[src/rtl/quickq_cmd_frontend.sv]
// QuickQ command front-end: buffers router requests in a FIFO and
// issues them one at a time to the QuickQ control FSM.
module quickq_cmd_frontend #(
  parameter int DATA_W  = 32,
  parameter int DEPTH   = 4,
  parameter int CAP     = 16,
  parameter int TIMEOUT = 255
) (
  input  logic                       clk,
  input  logic                       rst,
  input  logic                       s_valid,
  output logic                       s_ready,
  input  logic                       s_op,
  input  logic [DATA_W-1:0]          s_data,
  output logic                       enq,
  output logic                       deq,
  output logic [DATA_W-1:0]          enq_data,
  input  logic                       done,
  input  logic [DATA_W-1:0]          deq_data,
  output logic                       r_valid,
  input  logic                       r_ready,
  output logic [DATA_W-1:0]          r_data,
  output logic [1:0]                 r_err,
  output logic [$clog2(CAP+1)-1:0]   count,
  output logic [$clog2(DEPTH+1)-1:0] fifo_level
);

  localparam int AW = (DEPTH > 1) ? $clog2(DEPTH) : 1;
  localparam int LW = $clog2(DEPTH+1);
  localparam int CW = $clog2(CAP+1);
  localparam int TW = $clog2(TIMEOUT+1);

  typedef enum logic [1:0] {
    IDLE  = 2'd0,
    ISSUE = 2'd1,
    WAIT  = 2'd2,
    RESP  = 2'd3
  } state_t;

  state_t state, state_nx;

  logic [DATA_W:0]   mem [DEPTH];
  logic [AW-1:0]     wr_ptr, rd_ptr;
  logic [LW-1:0]     level;
  logic [DATA_W:0]   head;
  logic              push, pop;
  logic              head_op;
  logic              under, over;
  logic              cmd_op;
  logic [DATA_W-1:0] cmd_data;
  logic [TW-1:0]     tcnt;
  logic              expired;

  assign s_ready    = (level != LW'(DEPTH));
  assign fifo_level = level;
  assign push       = s_valid & s_ready;
  assign pop        = (state == IDLE) && (level != '0);
  assign head       = mem[rd_ptr];
  assign head_op    = head[DATA_W];
  assign under      = head_op && (count == '0);
  assign over       = !head_op && (count == CW'(CAP));
  assign expired    = (tcnt == TW'(TIMEOUT-1));
  assign enq_data   = cmd_data;

  // FIFO storage; entries are {op, data}
  always_ff @(posedge clk) begin
    if (push) mem[wr_ptr] <= {s_op, s_data};
  end

  // FIFO pointers and occupancy
  always_ff @(posedge clk) begin
    if (rst) begin
      wr_ptr <= '0;
      rd_ptr <= '0;
      level  <= '0;
    end else begin
      if (push) wr_ptr <= wr_ptr + AW'(1);
      if (pop)  rd_ptr <= rd_ptr + AW'(1);
      level <= level + LW'(push) - LW'(pop);
    end
  end

  // state register
  always_ff @(posedge clk) begin
    if (rst) state <= IDLE;
    else     state <= state_nx;
  end

  // next-state logic
  always_comb begin
    state_nx = state;
    unique case (state)
      IDLE: begin
        if (pop) begin
          if (under || over) state_nx = RESP;
          else               state_nx = ISSUE;
        end
      end
      ISSUE: state_nx = WAIT;
      WAIT: begin
        if (done || expired) state_nx = RESP;
      end
      RESP: begin
        if (r_ready) state_nx = IDLE;
      end
      default: state_nx = IDLE;
    endcase
  end

  // output decode
  always_comb begin
    enq     = 1'b0;
    deq     = 1'b0;
    r_valid = 1'b0;
    unique case (state)
      ISSUE: begin
        enq = !cmd_op;
        deq = cmd_op;
      end
      RESP:    r_valid = 1'b1;
      default: ;
    endcase
  end

  // command register, occupancy, timeout counter and response fields
  always_ff @(posedge clk) begin
    if (rst) begin
      cmd_op   <= 1'b0;
      cmd_data <= '0;
      tcnt     <= '0;
      count    <= '0;
      r_data   <= '0;
      r_err    <= 2'b00;
    end else begin
      unique case (state)
        IDLE: begin
          if (pop) begin
            cmd_op   <= head_op;
            cmd_data <= head[DATA_W-1:0];
            tcnt     <= '0;
            r_data   <= '0;
            if (under)     r_err <= 2'b01;
            else if (over) r_err <= 2'b10;
            else           r_err <= 2'b00;
          end
        end
        WAIT: begin
          if (done) begin
            r_err <= 2'b00;
            if (cmd_op) begin
              count  <= count - CW'(1);
              r_data <= deq_data;
            end else begin
              count  <= count + CW'(1);
              r_data <= '0;
            end
          end else begin
            tcnt <= tcnt + TW'(1);
            if (expired) begin
              r_err  <= 2'b11;
              r_data <= '0;
            end
          end
        end
        default: ;
      endcase
    end
  end

endmodule

[config.mk]
export PLATFORM = sky130hd
export DESIGN_NAME = quickq_cmd_frontend
export DESIGN_NICKNAME = d
export VERILOG_FILES = /design/src/rtl/quickq_cmd_frontend.sv
export SDC_FILE = /design/constraint.sdc
export NUM_CORES = 1
export LEC_CHECK = 0
export ABC_AREA = 1
export BUFFER_PORTS_ARGS = -buffer_cell sky130_fd_sc_hd__buf_4
export CAP_MARGIN = 30
export CORE_ASPECT_RATIO = 0.5
export CORE_MARGIN = 8
export CORE_UTILIZATION = 38
export DETAILED_ROUTE_END_ITERATION = 7
export HOLD_SLACK_MARGIN = 0.02
export MAX_ROUTING_LAYER = met4
export SYNTH_ARGS = -nofsm -noshare
export SYNTH_HDL_FRONTEND = slang
export SYNTH_SLANG_ARGS = --single-unit
export TNS_END_PERCENT = 1
[constraint.sdc]
create_clock -name clk -period 4.06 [get_ports clk]
set_input_delay 0.203 -clock clk [delete_from_list [all_inputs] [get_ports clk]]
set_output_delay 0.203 -clock clk [all_outputs]
set_load 0.05 [all_outputs]
==> results.env <==
DIE_H_UM=125
PLACEABLE_CORE_REGION_MM2=0.0230
RRSETUPSLACK_NS=1.79
TIMING.RR.END='r_data[13]$_SDFFE_PP0P_'
WORST_HOLD_CHECK_SLACK_NS=0.107
FF_LATCH_AREA_MM2=0.00579
EDFF_COUNT_SYNTH=132
DRT_ITER0_MARKERS=393
YOSYS_MOST_USED_DFF='sky130_fd_sc_hd__edfxtp_1'
CLKSINKCOUNT=223
TIMING.FINAL.SETUP_VIOLATIONS=0
CTSHOLDBUFFERS=34
DETAILEDPLACEMENTHPWL_MM=13.9
TIMING.FMAX_GHz=0.440
CRITICAL-PATH-TOP-DELAY-FAMILY='simple AND/OR/NAND/NOR gates'
TIMING_HOLD_VIOLATIONS_FINAL=0
POSTCTSSETUPREPAIRBUFS=0
YS_FF_LATCH=223
POST-ROUTE-PERIOD-UTIL_PCT=56.0
FIRST_PASS_GRT_WIRE_LENGTH_MM=34.7
STANDARD_CELL_WITH_THE_MAXIMUM_STAGE_DELAY_ON_THE_CRITICAL_PATH='sky130_fd_sc_hd__nand3_2'
NUMBER_OF_MAX_CAP_VIOLATIONS=0
CLASSIFICATION_OF_THE_WORST_SLACK_HOLD_PATH='in -> reg'
TIMING.HOLD.WORST.START='deq_data[30]'
NETLIST-CELL-TYPE-COUNT=33
SYNTH_TOP_AREA_CELL='sky130_fd_sc_hd__edfxtp_1'
ANTENNA_CELLS=0
LAYOUT.NETS=1145
POST_SYNTH.CELL_AREA_AVG_UM2=10.1
REG2REGPATHDEPTH=7
TIMING.HOLD.WORST_PATH_DEPTH=5
HTREEDEPTH=1
WL_MM=21.8
GRT_ANTENNA_BEFORE_REPAIR=0
MULTI_INPUT_COMBINATIONAL_CELL_AREA_MM2=0.00268
INITIAL_UTILIZATION_PCT=39.0
P_PER_AREA_mW_PER_MM2=756
WORST-ENDPOINT-ARRIVAL_NS=2.70
P_LEAK_nW=4.42
VIA_COUNT_OF_THE_FIRST_GLOBAL_ROUTING_PASS=6576
CRITICAL_PATH.STARTPOINT_TYPE='flop'
SYN_INST=891
NUM_VIAS=6603
YOSYS_WARNING_TOTAL=0
TIMING.CRITICAL_PATH.FANOUT_MAX=36
CLOCK_LATENCY_NS=0.51
WORSTHOLDENDPOINT='r_data[30]$_SDFFE_PP0P_'
SLOWEST_DELAY_NS=0.51
TRACK_USAGE_PCT=14.9
SYNTH_AREA_LEADERS='sky130_fd_sc_hd__edfxtp_1 (44%), sky130_fd_sc_hd__dfxtp_1 (20%), sky130_fd_sc_hd__nor2_1 (7.5%), sky130_fd_sc_hd__o21ai_0 (7.4%), sky130_fd_sc_hd__inv_1 (3.2%)'
NETLIST_AREA_MM2=0.00897
YOSYSMOSTFREQUENTCELL='sky130_fd_sc_hd__nor2_1'
FINALWORSTPATHREQUIREDPERIOD_NS=2.27
SHARE_OF_SYNTHESIZED_AREA_OCCUPIED_BY_FLIP_FLOPS_AND_LATCHES_PCT=64.5
GLOBALROUTEOVERFLOWTOTAL=0
WORST-SETUP-PATH-TYPE='reg -> reg'
MAX_SLEW_MARGIN_PCT=38.4
CHIPWIDTH_UM=233
IR_WORST_VDD_uV=349
COUNT_OF_INPUT_AND_OUTPUT_BUFFERS=147
FINISH.UTILIZATION_PCT=50.0
TRITONCTS.NUM_BUFFERS=22
END_KIND='flop'
DETAILEDROUTE.FIRSTPASSITERATIONCOUNT=5
FILLCELLCOUNT=2070
WORST_R2R_STARTPOINT='state[1]$_SDFFE_PP0P_'
TRITONCTS='yes'
CLOCK_SKEW_NS=0.0194
IO-PIN-COUNT=148
GP_CONGESTION=0.796
WORSTPATHREQUIRED_NS=4.49
CLK_PATH_BUF_DEPTH=3
CTSROOTBUFFERMASTER='sky130_fd_sc_hd__clkbuf_16'
SETUP-TNS-FINAL_NS=0
STATUS='finished, final reports clean'
CP_CELL_SEQUENCE='inv_1, ha_1, nand4_1, nand3_2, buf_4, o21ai_0, a21oi_1'
POST_SYNTH_NET_TOTAL=979
DRC_VIOLATIONS=0
AREA.GROWTH.SYNTH_TO_FINAL_PCT=28.0
DRIVE_GT1_SHARE_PCT=20.1
NUMBER_OF_SLEW_LIMIT_VIOLATIONS_IN_THE_FINAL_REPORT=0
ASYNCSETRESETFLOPFRACSYNTH_PCT=0
NUMBER_OF_ANTENNA_VIOLATING_NETS_IN_THE_ROUTED_DESIGN=0
STD_CELL_ROWS=39
GRT_SETUP_UNREPAIRED='false'
ROUTEDWLPERCELL_UM=15.8
CP_NUM_BUF_INV=2
CTS.CLK_SLEW.WORST_PATHS_NS=0.07
WORST-SLEW-PIN-TRANSITION_NS=0.925
AVGVIACOUNTPERCELL=4.79
SYNTHDOMINANTCELLAREASHARE_PCT=44.2
GRT_MAX_DEGREE=72
DESIGN.DIE.AREA_MM2=0.0291
SYNTHTOPCELLSBYCOUNT='sky130_fd_sc_hd__nor2_1 (178), sky130_fd_sc_hd__o21ai_0 (133), sky130_fd_sc_hd__edfxtp_1 (132)'
CTSRESIZECOUNT=0
[cell usage in the layout, fill, tap and decap left out, types with 3 or more instances in the layout]
cell	n
sky130_fd_sc_hd__dlygate4sd3_1	34
sky130_fd_sc_hd__nand2_1	69
sky130_fd_sc_hd__nand2_2	6
sky130_fd_sc_hd__nor3b_1	3
sky130_fd_sc_hd__inv_1	76
sky130_fd_sc_hd__clkbuf_16	23
sky130_fd_sc_hd__nand3_1	9
sky130_fd_sc_hd__nor2_4	5
sky130_fd_sc_hd__buf_4	154
sky130_fd_sc_hd__xor2_1	3
sky130_fd_sc_hd__clkbuf_1	5
sky130_fd_sc_hd__nor2_1	174
sky130_fd_sc_hd__o21ai_0	133
sky130_fd_sc_hd__clkinv_2	5
sky130_fd_sc_hd__ha_1	16
sky130_fd_sc_hd__a31oi_1	32
sky130_fd_sc_hd__buf_12	3
sky130_fd_sc_hd__inv_2	6
sky130_fd_sc_hd__edfxtp_1	132
sky130_fd_sc_hd__a21oi_1	52
sky130_fd_sc_hd__nand4_1	6
sky130_fd_sc_hd__o21ai_1	10
sky130_fd_sc_hd__dfxtp_1	90
[cell families after synthesis]
group | count (synthesis) | synth area share (%)
xor+xnor | 5 | 0.488
simple gates | 281 | 12.7
buf+inv | 133 | 5.96
flops | 223 | 64.5
fa+ha+maj | 18 | 2.68
compound gates | 231 | 13.6
[report_power, final]
| group | leakage [nW] | switching, mW | internal (mW) |
|---|---|---|---|
| Combinational | 2.11 | 2.51 | 1.04 |
| Clock | 0.352 | 0.855 | 1.15 |
| Sequential | 1.96 | 0.266 | 2.87 |
| Total | 4.42 | 3.63 | 5.06 |
[area by class of cell]
| type | count | area share, % |
|---|---|---|
| sequential | 223 | 50.4 |
| multi-input combinational | 535 | 23.3 |
| inverter | 82 | 2.68 |
| tap | 307 | 3.35 |
| clock inverter | 9 | 0.806 |
| clock buffer | 30 | 5.42 |
| timing repair buffer | 193 | 14.0 |
[sequential cells by signal (all words and copies together) (netlist names), named ones only]
signal      count
r_data         32
r_err           2
tcnt            8
enq_data       32
cmd_op          1
count           5
rd_ptr          2
mem           132
wr_ptr          2
state           2
fifo_level      3
[layer usage]
| metal | routed length, µm | global-route usage [%] | vias to the layer above |
|---|---|---|---|
| met5 | 0 | - | - |
| li1 | - | - | 3351 |
| met1 | 9560 | 18.1 | 3113 |
| met3 | 1020 | 2.57 | 22 |
| met2 | 10900 | 26.0 | 117 |
| met4 | 286 | 2.45 | 0 |
[metrics by stage]
step,area [µm²],worst slack [ns],power (mW),instances
2_1_floorplan,8970,0.613,5.69,891
3_3_place_gp,10300,1.85,6.61,1301
3_5_place_dp,10400,1.80,6.75,1306
4_1_cts,11500,1.78,8.79,1379
5_1_grt,11500,1.44,9.22,1379
6_report,11500,1.79,8.69,1379
[worst max-delay path by stage]
stage / slack (ns) / from / end / cells after the start
floorplan: 0.61 / fifo_level[0]$_SDFF_PP0_ / mem[0][0]$_DFFE_PP_ / 4
global placement: 1.85 / fifo_level[1]$_SDFF_PP0_ / mem[1][19]$_DFFE_PP_ / 4
detailed placement: 1.80 / state[0]$_SDFFE_PP0P_ / r_data[4]$_SDFFE_PP0P_ / 7
CTS: 1.78 / state[0]$_SDFFE_PP0P_ / tcnt[1]$_SDFFE_PP0P_ / 9
global route: 1.44 / state[0]$_SDFFE_PP0P_ / r_data[22]$_SDFFE_PP0P_ / 7
finish: 1.79 / state[1]$_SDFFE_PP0P_ / r_data[13]$_SDFFE_PP0P_ / 7
[tightest hold or removal path, stage by stage]
cell and delay [ns]:
sky130_fd_sc_hd__buf_4 0.08, sky130_fd_sc_hd__nand2_1 0.04, sky130_fd_sc_hd__nor2_1 0.07, sky130_fd_sc_hd__o21ai_0 0.08, sky130_fd_sc_hd__a21oi_1 0.10
(Power assumes the default switching activity.)
